--- src/rtl/ram_read_mux.sv ---
// Multi-bank RAM read-data selector: tracks each read strobe through a
// configurable bank latency and returns the selected word with a valid pulse.
module ram_read_mux #(
  parameter int DATA_W    = 8,
  parameter int NUM_BANKS = 4,
  parameter int SEL_W     = 2,
  parameter int READ_LAT  = 1,
  parameter int HOLD_LAST = 0
) (
  input  logic                          clk,
  input  logic                          rst_n,
  input  logic                          read_strobe_i,
  input  logic [SEL_W-1:0]              ram_sel_i,
  input  logic [NUM_BANKS*DATA_W-1:0]   bank_data_i,
  output logic [DATA_W-1:0]             data_in_o,
  output logic                          data_valid_o,
  output logic                          sel_err_o,
  output logic                          busy_o,
  output logic [15:0]                   rd_count_o
);

  localparam logic [SEL_W:0] NumBanksL = (SEL_W+1)'(NUM_BANKS);

  if (NUM_BANKS > (1 << SEL_W)) begin : g_chk_sel
    $error("ram_read_mux: NUM_BANKS does not fit in SEL_W select bits");
  end
  if (READ_LAT < 0 || READ_LAT > 4) begin : g_chk_lat
    $error("ram_read_mux: READ_LAT must lie in 0..4");
  end

  logic             retValid;
  logic [SEL_W-1:0] retSel;
  logic             pipeBusy;

  // With zero latency the request bypasses the pipeline and returns on the strobe edge.
  if (READ_LAT == 0) begin : g_nolat
    assign retValid = read_strobe_i;
    assign retSel   = ram_sel_i;
    assign pipeBusy = 1'b0;
  end else begin : g_pipe
    logic [READ_LAT-1:0] valid_q, valid_d;
    logic [SEL_W-1:0]    sel_q [READ_LAT];
    logic [SEL_W-1:0]    sel_d [READ_LAT];

    always_comb begin
      valid_d[0] = read_strobe_i;
      sel_d[0]   = ram_sel_i;
      for (int k = 1; k < READ_LAT; k++) begin
        valid_d[k] = valid_q[k-1];
        sel_d[k]   = sel_q[k-1];
      end
    end

    always_ff @(posedge clk or negedge rst_n) begin
      if (!rst_n) begin
        valid_q <= '0;
        for (int k = 0; k < READ_LAT; k++) sel_q[k] <= '0;
      end else begin
        valid_q <= valid_d;
        for (int k = 0; k < READ_LAT; k++) sel_q[k] <= sel_d[k];
      end
    end

    assign retValid = valid_q[READ_LAT-1];
    assign retSel   = sel_q[READ_LAT-1];
    assign pipeBusy = |valid_q;
  end

  logic [DATA_W-1:0] bankWord;
  logic              selOutOfRange;

  always_comb begin
    bankWord = '0;
    for (int k = 0; k < NUM_BANKS; k++) begin
      if (retSel == SEL_W'(k)) bankWord = bank_data_i[k*DATA_W +: DATA_W];
    end
  end

  assign selOutOfRange = ({1'b0, retSel} >= NumBanksL);

  logic [DATA_W-1:0] data_q, data_d;
  logic              valid_q, valid_d;
  logic              err_q, err_d;
  logic [15:0]       count_q, count_d;

  always_comb begin
    data_d  = (HOLD_LAST != 0) ? data_q : '0;
    valid_d = 1'b0;
    err_d   = 1'b0;
    count_d = count_q;
    if (retValid) begin
      valid_d = 1'b1;
      err_d   = selOutOfRange;
      data_d  = selOutOfRange ? '0 : bankWord;
      count_d = count_q + 16'd1;
    end
  end

  always_ff @(posedge clk or negedge rst_n) begin
    if (!rst_n) begin
      data_q  <= '0;
      valid_q <= 1'b0;
      err_q   <= 1'b0;
      count_q <= '0;
    end else begin
      data_q  <= data_d;
      valid_q <= valid_d;
      err_q   <= err_d;
      count_q <= count_d;
    end
  end

  assign data_in_o    = data_q;
  assign data_valid_o = valid_q;
  assign sel_err_o    = err_q;
  assign rd_count_o   = count_q;
  assign busy_o       = read_strobe_i | pipeBusy;

endmodule

--- config.mk ---
export PLATFORM = sky130hd
export DESIGN_NAME = ram_read_mux
export DESIGN_NICKNAME = d
export VERILOG_FILES = /design/src/rtl/ram_read_mux.sv
export SDC_FILE = /design/constraint.sdc
export NUM_CORES = 1
export LEC_CHECK = 0
export CORE_UTILIZATION = 36
export CTS_CLUSTER_DIAMETER = 40
export CTS_CLUSTER_SIZE = 10
export DETAILED_ROUTE_END_ITERATION = 7
export PLACE_DENSITY_LB_ADDON = 0.15
export SLEW_MARGIN = 20
export SYNTH_ARGS = -nofsm -noshare
export SYNTH_HDL_FRONTEND = slang
export SYNTH_SLANG_ARGS = --single-unit
--- constraint.sdc ---
create_clock -name clk -period 1.24 [get_ports clk]
set_input_delay 0.248 -clock clk [delete_from_list [all_inputs] [get_ports clk]]
set_output_delay 0.248 -clock clk [all_outputs]
set_load 0.005 [all_outputs]
---- Word level (Yosys, flattened, before mapping) ----
Index checks and enable logic that the tools add are counted.
storage, ports and cells
  register bits ........................... 28
  bits of input ports ..................... 37
  output and inout bits ................... 27
  word-level logic and storage cells ...... 17
cells by class
  add/subtract/negate cells ............... 1
  equality and inequality tests ........... 3
  multiplexer cells ....................... 6
  bitwise gates (word level) .............. 1
  reduce and logical (&&, ||, !) cells .... 1
operators by type and width
  kind                                            number
  2-to-1 mux 8 bit                                5
  adder 16 x 1 -> 16 bit (second input constant)  1
  == test 2 bit (second input constant)           2
  == test 2 x 1 -> 1 bit (second input constant)  1
  logical NOT 2 bit                               1
  2-to-1 mux 1 bit                                1
  OR 1 bit                                        1

---- Longest topological paths before layout ----
Gate-level depths: netlist of the first run.
  depth in word-level cells ............... 6
  gate-level depth with buffers ........... 4
  depth with buffers taken out ............ 4

---- Worst setup path after synthesis of the first run ----
OpenSTA, ideal clock, no wires.
  path type ............................... register to register
  start ................................... register count_q[0] (netlist: rd_count_o[0])
  end ..................................... register count_q[12] (netlist: rd_count_o[12])
  setup time .............................. 0.079 ns
  arrival time ............................ 1.245 ns
  required time ........................... 1.161 ns
  slack ................................... -0.084 ns
  cell stages (with the launch flop) ...... 5
  path buffers ............................ 0
  clock period less this slack ............ 1.324 ns
  path through ............................ dfrtp_1 -> ha_1 -> nand3_2 -> nor4_1 -> xor2_1
between the ends
  longest elaborated chain between the ends .. 1
RTL lines
  item                    RTL line  text
  start, declared         84        logic [15:0] count_q, count_d;
  start signal, assigned  109       count_q <= count_d;
  adder 16 x 1 -> 16 bit  95        count_d = count_q + 16'd1;
Every way passes these cells.
A chain may end at the register's enable or synchronous reset.

---- Worst setup path in the final report of the first run ----
  start ................................... register g_pipe.sel_q[0] (netlist name)
  end ..................................... register data_q[2] (netlist: data_in_o[2])
between the ends
  longest elaborated chain between the ends .. 6
  elaborated cells on any way between the ends .. 9
  classes of those cells .................. eq/ne (3); mux (5); reduce/logical (1)
RTL lines
  item                            RTL line  text
  start, declared                 42        logic [SEL_W-1:0] sel_q [READ_LAT];
  logical NOT 2 bit               75        if (retSel == SEL_W'(k)) bankWord = bank_data_i[k*DATA_W +: DATA_W];
  2-to-1 mux 8 bit (3 in series)  75
  2-to-1 mux 8 bit *              75
  2-to-1 mux 8 bit *              91        if (retValid) begin
  via data_d[2]                   81        logic [DATA_W-1:0] data_q, data_d;
  end signal, assigned            106       data_q <= data_d;
  end, declared                   81
Mark *: on every way through the listed nets, which the timed path passes. The rest lies on a longest branch.

==> impl_metrics.env, run 1 <==
export IMPL_drive_gt1_frac=0.482
export IMPL_cp_max_fo=7
export IMPL_critPathLaunchType="flop"
export IMPL_final_cells=245
export IMPL_grt_first_pass_wirelength_microns=5550
export IMPL_place_congestion=0.813
export IMPL_path_clk_slew_ps=160
export IMPL_synth_top_cell_area_share=0.546
export IMPL_run_status="finished with violations"
export IMPL_post_route_util=0.727
export IMPL_yosysUniqueCellTypes=21
export IMPL_powerDensity_nw_per_um2=1200
export IMPL_yosys_warnings=0
export IMPL_first_iter_violations=30
export IMPL_final_nets=238
export IMPL_finalWirelength_microns=3600
export IMPL_fmax_mhz=749
export IMPL_yosysSeqAreaShare=0.546
export IMPL_numCtsBuffers=3
export IMPL_postPlaceCellArea_sq_um=2120
export IMPL_worst_setup_path_end_kind="flop"
export IMPL_die_area_sq_um=3810
export IMPL_syn_inst=94
export IMPL_crit_type="reg2reg"
export IMPL_fin_skew_ps=13.5
export IMPL_portBuffers=62
export IMPL_drv_cap=0
export IMPL_grt_start_max_net_pins=29
export IMPL_hold_viol_final=0
export IMPL_wl_met2_microns=1970
export IMPL_dieHeight_microns=61.7
export IMPL_core_area_sq_um=3360
export IMPL_syn_cell_area_sq_um=1280
export IMPL_synth_avg_cell_area_sq_um=13.7
export IMPL_timing_final_ws_setup_ps=-94.3
export IMPL_track_usage=0.204
export IMPL_clock_path_buffers=2
export IMPL_vdd_ir_drop_max_v=0.00100
export IMPL_final_setup_viol_count=18
export IMPL_worst_hold_path_type="in2async"
export IMPL_maxSlewViolCount=0
export IMPL_top_layer="met4"
export IMPL_synth_seq_cells=28
export IMPL_antenna_found_initial=0
export IMPL_grt_setup_unrepaired="true"
export IMPL_violations="setup timing"
export IMPL_required_ps=1470
export IMPL_drc=0
export IMPL_postRouteAntennaNets=0
export IMPL_vias=1184
export IMPL_overflow=0
export IMPL_h_tree_depth=1
export IMPL_dp_hpwl_microns=2360
export IMPL_num_rows=21
export IMPL_dp_cells=216
export IMPL_area_growth_pct=90.4
export IMPL_fin_crit_ps=1330
export IMPL_diodes=0
export IMPL_netlist_top_cells_area="dfrtp_1 55%, mux4_2 14%, xor2_1 8.2%, and2_1 3.9%, nand4_1 2.9%"
export IMPL_yosysTopAreaCell="dfrtp_1"
export IMPL_stdcell_area_sq_um=2440
export IMPL_vias_per_cell=4.83
export IMPL_drt_pass1_iter_count=4
export IMPL_ios=64
export IMPL_syn_nets=132
export IMPL_tritoncts="built"
export IMPL_initial_core_util=0.382
export IMPL_dr_wl_met3_microns=130
export IMPL_grt_pass1_vias=1196
export IMPL_insertion_delay_ps=330
export IMPL_nFillCells=256
export IMPL_cts_sinks=28
export IMPL_power_w=0.00294
export IMPL_wirelength_met1_microns=1450
export IMPL_die_x_microns=61.7
export IMPL_min_period_over_period=1.08
export IMPL_post_drt_wl_per_cell_microns=14.7
export IMPL_p_leak_nw=1.20
export IMPL_cts_root_buf="clkbuf_4"
export IMPL_arrival_ps=1570
==> sequential cells by signal (all words and copies together), names as in the netlist <==
signal and cells:
g_pipe.valid_q 1, data_valid_o 1, rd_count_o 16, g_pipe.sel_q 2, data_in_o 8
==> cells in the mapped netlist <==
cell type   n
nor2_1      3
xnor2_1     3
mux2_2      1
nand4_4     1
xor2_1     12
conb_1      1
nand4_2     1
nand2_1     5
ha_1        1
nand3_1     2
or2_2       1
nand4_1     6
clkbuf_1    2
buf_2       1
dfrtp_1    28
nand3_2     1
nor4_1      5
mux4_2      8
and2_1      8
buf_4       1
nor3_1      3
==> per-stage QoR <==
stage	hold WS [ps]	TNS (ps)	setup slack, ps
after global placement	459	-1700	-379
after global routing	221	-2310	-154
final	238	-957	-94.3
after detailed placement	467	-1870	-381
after CTS	240	-889	-107
after floorplan	-47.6	0	9.26
==> per-layer routing <==
| layer | up-vias | global-route usage |
|---|---|---|
| met2 | 31 | 0.341 |
| met4 | 0 | 0.0762 |
| met5 | - | 0 |
| li1 | 549 | - |
| met3 | 6 | 0.0228 |
| met1 | 598 | 0.273 |
==> cell type report <==
type                    count  area [sq um]  area share
clock buffers               4          36.3      0.0148
flip-flops and latches     28           704       0.288
repair buffers            105           941       0.385
multi-input cells          62           704       0.288
well taps                  46          57.6      0.0236
==> timing repair <==
item | 4_1_cts | 5_1_grt
hold buffers | 0 | 0
endpoints found under the setup margin | 42 | 42
buffers inserted | 24 | 2
resized for setup | 80 | 29
pin swaps | 25 | 3
==> report_power, final <==
part           internal, W  switching, W
Clock             0.000180      0.000276
Combinational     0.000808      0.000536
Sequential         0.00105     0.0000860
Total              0.00204      0.000899
==> cell families (layout without fill, tap and decap cells) <==
| family | Yosys count | count (layout) | share of synthesized area |
|---|---|---|---|
| buffers and inverters | 4 | 109 | 0.0156 |
| and+or+nand+nor | 36 | 36 | 0.174 |
| xor gates and xnor gates | 15 | 15 | 0.102 |
| DFF | 28 | 28 | 0.546 |
| adders and majority gates | 1 | 1 | 0.00975 |
| muxes | 9 | 9 | 0.149 |
| other | 1 | 1 | 0.00292 |
==> cell usage in the layout, fill, tap and decap left out, drive strengths merged, types with 5 or more instances in the layout <==
cell,n
nor4,5
clkdlybuf4s15,9
and2,8
mux4,8
buf,45
nand2,5
dfrtp,28
clkbuf,19
nand4,8
clkdlybuf4s50,36
xor2,12
==> path summary, 6_finish.rpt <==
check                           startpoint         endpoint  slack (ps)  cells after the start
max                        g_pipe.sel_q[0]     data_in_o[2]         -90                      3
min                                  rst_n   rd_count_o[11]         240                      2
max reg2reg                g_pipe.sel_q[0]     data_in_o[2]         -90                      3
min reg2reg                 rd_count_o[15]   rd_count_o[15]         550                      2
max in group asynchronous            rst_n    rd_count_o[7]         830                      2
min in group clk              ram_sel_i[1]  g_pipe.sel_q[1]         340                      1
==> worst max-delay path, cell delays in order (launching register included) <==
cell	delay [ps]
dfrtp_1	440
buf_12	150
mux4_2	500
and2_4	150
Note: power is estimated with default switching activity, not from simulation.
==> run 2, diff against run 1 <==
--- a/config.mk
+++ b/config.mk
@@ -10,6 +10,7 @@
 export CTS_CLUSTER_SIZE = 10
 export DETAILED_ROUTE_END_ITERATION = 7
 export PLACE_DENSITY_LB_ADDON = 0.15
+export SETUP_SLACK_MARGIN = 0.3
 export SLEW_MARGIN = 20
 export SYNTH_ARGS = -nofsm -noshare
 export SYNTH_HDL_FRONTEND = slang
==> impl_metrics.env, run 2 (synthesis gave the netlist of run 1 again) <==
export IMPL_run_status="finished with violations"
export IMPL_violations="setup timing"
export IMPL_path_clk_slew_ps=150
export IMPL_ios=64
export IMPL_grt_pass1_vias=1161
export IMPL_initial_core_util=0.382
export IMPL_cts_root_buf="clkbuf_4"
export IMPL_grt_first_pass_wirelength_microns=5020
export IMPL_grt_start_max_net_pins=29
export IMPL_postRouteAntennaNets=0
export IMPL_die_x_microns=61.7
export IMPL_post_drt_wl_per_cell_microns=14.0
export IMPL_reg2regPathDepth=6
export IMPL_track_usage=0.186
export IMPL_dp_hpwl_microns=2200
export IMPL_largest_reg_flops=16
export IMPL_clock_path_buffers=2
export IMPL_cp_max_fo=5
export IMPL_p_leak_nw=1.24
export IMPL_finalWirelength_microns=3470
export IMPL_r2r_slack_ps=-130
export IMPL_dieHeight_microns=61.7
export IMPL_diodes=0
export IMPL_min_period_over_period=1.10
export IMPL_crit_type="reg2reg"
export IMPL_powerDensity_nw_per_um2=1260
export IMPL_first_iter_violations=23
export IMPL_fin_crit_ps=1370
export IMPL_vias=1181
export IMPL_arrival_ps=1610
export IMPL_drt_pass1_iter_count=4
export IMPL_drv_cap=0
export IMPL_fin_skew_ps=14.7
export IMPL_drc=0
export IMPL_core_area_sq_um=3360
export IMPL_worst_setup_path_end_kind="flop"
export IMPL_critPathLaunchType="flop"
export IMPL_drive_gt1_frac=0.587
export IMPL_layout_commonest_cell="clkdlybuf4s50_1"
export IMPL_portBuffers=62
export IMPL_fmax_mhz=731
export IMPL_grt_setup_unrepaired="true"
export IMPL_numCtsBuffers=3
export IMPL_antenna_found_initial=0
export IMPL_hold_viol_final=0
export IMPL_final_nets=240
export IMPL_required_ps=1480
export IMPL_insertion_delay_ps=320
export IMPL_overflow=0
export IMPL_place_congestion=0.772
export IMPL_worst_hold_path_type="in2async"
export IMPL_tritoncts="built"
export IMPL_final_setup_viol_count=20
export IMPL_vias_per_cell=4.78
export IMPL_cts_sinks=28
export IMPL_num_rows=21
export IMPL_stdcell_area_sq_um=2510
export IMPL_vdd_ir_drop_max_v=0.000668
export IMPL_die_area_sq_um=3810
export IMPL_power_w=0.00317
export IMPL_area_growth_pct=95.9
export IMPL_final_cell_mix="36 x clkdlybuf4s50_1, 26 x buf_4, 22 x buf_6"
export IMPL_postPlaceCellArea_sq_um=2140
export IMPL_hold_buffers=0
export IMPL_timing_final_ws_setup_ps=-128
export IMPL_h_tree_depth=1
export IMPL_maxSlewViolCount=0
## run 2: cell types whose count changed in the layout (fill, tap and decap cells not counted), moves of 3 or more
cell	previous run	this run
dfrtp_1	25	18
dfrtp_2	3	10
buf_2	0	20
clkdlybuf4s15_1	9	0
buf_4	29	26
clkbuf_2	15	0
nor2_1	3	0
buf_6	14	22
## run 2: final cells by class
cell class                 count  area, sq um
timing repair buffer         107          963
fill                         242          848
multi-input combinational     62          754
sequential                    28          713
tap                           46         57.6
clock buffer                   4         26.3
## run 2: what timing repair did
action | 4_1_cts | 5_1_grt
cloned | 0 | 0
gates resized for setup | 130 | 18
endpoints found under the hold margin | 0 | 0
pin swaps | 15 | 10
setup endpoints to repair | 48 | 51
buffers inserted | 28 | 7
## run 2: power breakdown
group / total (W) / internal (W) / switching [W] / leakage (nW)
sequential: 0.00115 / 0.00106 / 0.0000897 / 0.349
clock: 0.000382 / 0.000126 / 0.000256 / 0.0150
combinational: 0.00164 / 0.00100 / 0.000633 / 0.877
## run 2: metal layers
layer  track usage  part of all wire  up-vias
met4        0.0730            0.0081        0
li1              -                 -      553
met1         0.209              0.36      573
met3        0.0352             0.050        4
met5             0                 0        -
met2         0.347              0.58       51
## run 2: stage by stage
| stage | cells | setup WS (ps) | utilization | hold WS [ps] | TNS (ps) |
|---|---|---|---|---|---|
| detailed placement | 208 | -418 | 0.636 | 465 | -1370 |
| CTS | 240 | -122 | 0.704 | 246 | -532 |
| global route | 247 | -192 | 0.748 | 227 | -2210 |
| floorplan | 94 | 36.9 | - | -47.6 | 0 |
| finish | 247 | -128 | 0.748 | 246 | -977 |
| global placement | 208 | -374 | 0.636 | 455 | -1260 |
## run 2: final timing paths
check | startpoint | endpoint
hold / removal | rst_n | rd_count_o[5]
hold reg to reg | rd_count_o[15] | rd_count_o[15]
max in group asynchronous | rst_n | rd_count_o[9]
setup / recovery | rd_count_o[0] | rd_count_o[14]
min in group clk | ram_sel_i[1] | g_pipe.sel_q[1]
setup reg to reg | rd_count_o[0] | rd_count_o[14]
## run 2: worst max-delay path: stages, from the launching register on
cell,delay (ps)
dfrtp_2,410
buf_6,130
ha_4,160
nand3_4,120
buf_4,170
nor4_4,130
xor2_1,180
==> run 3, diff against run 2 <==
--- a/config.mk
+++ b/config.mk
@@ -5,6 +5,7 @@
 export SDC_FILE = /design/constraint.sdc
 export NUM_CORES = 1
 export LEC_CHECK = 0
+export CORE_ASPECT_RATIO = 0.8
 export CORE_UTILIZATION = 36
 export CTS_CLUSTER_DIAMETER = 40
 export CTS_CLUSTER_SIZE = 10
==> impl_metrics.env, run 3 (synthesis gave the netlist of run 1 again) <==
export IMPL_drc=0
export IMPL_die_area_sq_um=3810
export IMPL_reg2regPathDepth=6
export IMPL_diodes=0
export IMPL_critPathSlowestCell="dfrtp_2"
export IMPL_tritoncts="built"
export IMPL_crit_type="reg2out"
export IMPL_initial_core_util=0.375
export IMPL_largest_reg_flops=16
export IMPL_slowest_delay_ps=430
export IMPL_path_clk_slew_ps=80
export IMPL_final_nets=235
export IMPL_critPathLaunchType="flop"
export IMPL_setup_tns_ps=-178
export IMPL_final_setup_viol_count=14
export IMPL_required_ps=990
export IMPL_overflow=0
export IMPL_insertion_delay_ps=280
export IMPL_fin_crit_ps=1290
export IMPL_finalWirelength_microns=3170
export IMPL_drt_pass1_iter_count=4
export IMPL_dp_cells=203
export IMPL_clkPwrFrac=0.149
export IMPL_hold_viol_final=0
export IMPL_vias=1172
export IMPL_final_cell_mix="35 x clkdlybuf4s50_1, 24 x buf_6, 20 x buf_2"
export IMPL_numCtsBuffers=3
export IMPL_worstHoldStart="read_strobe_i"
export IMPL_cts_root_buf="clkbuf_8"
export IMPL_nFillCells=243
export IMPL_rr_endpoint="rd_count_o[6]"
export IMPL_maxSlewViolCount=0
export IMPL_clock_path_buffers=2
export IMPL_power_frac_seq=0.350
export IMPL_ios=64
export IMPL_hold_buffers=0
export IMPL_post_drt_wl_per_cell_microns=13.3
export IMPL_violations="setup timing"
export IMPL_die_x_microns=68.8
export IMPL_fmax_mhz=778
export IMPL_layout_commonest_cell="clkdlybuf4s50_1"
export IMPL_antenna_found_initial=0
export IMPL_r2r_start="rd_count_o[1]"
export IMPL_final_cells=238
export IMPL_powerDensity_nw_per_um2=1340
export IMPL_cp_max_fo=2
export IMPL_first_iter_violations=51
export IMPL_grt_pass1_vias=1108
export IMPL_dp_hpwl_microns=2020
export IMPL_h_tree_depth=1
export IMPL_track_usage=0.173
export IMPL_worst_setup_path_end_kind="output pin"
export IMPL_grt_first_pass_wirelength_microns=4860
export IMPL_crit_cells=2
export IMPL_run_status="finished with violations"
export IMPL_crit_path_end="busy_o"
export IMPL_combPwrFrac=0.501
export IMPL_timing_critical_path_buf_inv=1
export IMPL_min_period_over_period=1.04
export IMPL_power_switching_w=0.00101
export IMPL_grt_setup_unrepaired="true"
export IMPL_drive_gt1_frac=0.597
export IMPL_dieHeight_microns=55.4
export IMPL_vias_per_cell=4.92
export IMPL_worst_hold_path_type="in2reg"
export IMPL_vdd_ir_drop_max_v=0.000733
export IMPL_intPower_w=0.00233
export IMPL_area_growth_pct=94.7
export IMPL_critPathTopFamily="flip-flops"
export IMPL_cts_sinks=28
export IMPL_fin_skew_ps=18.4
export IMPL_p_leak_nw=1.21
export IMPL_grt_start_max_net_pins=29
export IMPL_post_route_util=0.730
export IMPL_sw_frac_of_total=0.301
export IMPL_drv_cap=0
export IMPL_critPathLaunch="g_pipe.valid_q"
export IMPL_timing_final_ws_setup_ps=-46.1
export IMPL_dp_slack_ps=-401
export IMPL_cp_cell_sequence="or2_4, buf_6"
export IMPL_postRouteAntennaNets=0
export IMPL_r2r_slack_ps=-30
export IMPL_arrival_ps=1040
export IMPL_num_rows=19
export IMPL_core_area_sq_um=3420
export IMPL_portBuffers=62
export IMPL_place_congestion=0.797
run 3: what timing repair did:
| action | 4_1_cts | 5_1_grt |
|---|---|---|
| pin swaps | 7 | 4 |
| setup endpoints to repair | 48 | 49 |
| hold endpoints to repair | 0 | 0 |
| buffers inserted | 19 | 12 |
| resized for setup | 124 | 25 |
run 3: cell type report:
cell class                      count  area, sq um  share of cell area
Clock buffer                        4         45.0              0.0180
Multi-Input combinational cell     62          742               0.297
Sequential cell                    28          716               0.286
Tap cell                           42         52.6              0.0210
Timing Repair Buffer              102          945               0.378
run 3: worst min-delay path by stage:
stage / endpoint / slack, ps / cells past startpoint
floorplan: data_in_o[0] / -50 / 0
global placement: rd_count_o[15] / 460 / 1
detailed placement: rd_count_o[15] / 470 / 1
CTS: g_pipe.valid_q / 230 / 1
global route: g_pipe.valid_q / 220 / 1
finish: g_pipe.valid_q / 240 / 1
run 3: per-stage QoR:
step | power (W) | hold slack, ps | area (sq um)
after floorplan | 0.00164 | -47.6 | 1390
after global placement | 0.00219 | 457 | 2130
after detailed placement | 0.00222 | 467 | 2130
after CTS | 0.00303 | 229 | 2290
after global routing | 0.00353 | 222 | 2500
final | 0.00334 | 237 | 2500
run 3: layer usage:
| metal | GRT usage | share of wire | up-vias | wire (microns) |
|---|---|---|---|---|
| met5 | 0 | 0 | - | 0 |
| met1 | 0.209 | 0.40 | 565 | 1260 |
| met4 | 0.0641 | 0.016 | 0 | 51 |
| met3 | 0.0579 | 0.070 | 6 | 221 |
| li1 | - | - | 542 | - |
| met2 | 0.282 | 0.52 | 59 | 1640 |
run 3: power groups by stage:
stage | registers (W) | logic, W | clock network (W)
final | 0.00117 | 0.00167 | 0.000498
after global routing | 0.00118 | 0.00180 | 0.000556
after floorplan | 0.00131 | 0.000333 | 0
after detailed placement | 0.00129 | 0.000929 | 0
after CTS | 0.00115 | 0.00136 | 0.000517
after global placement | 0.00129 | 0.000909 | 0
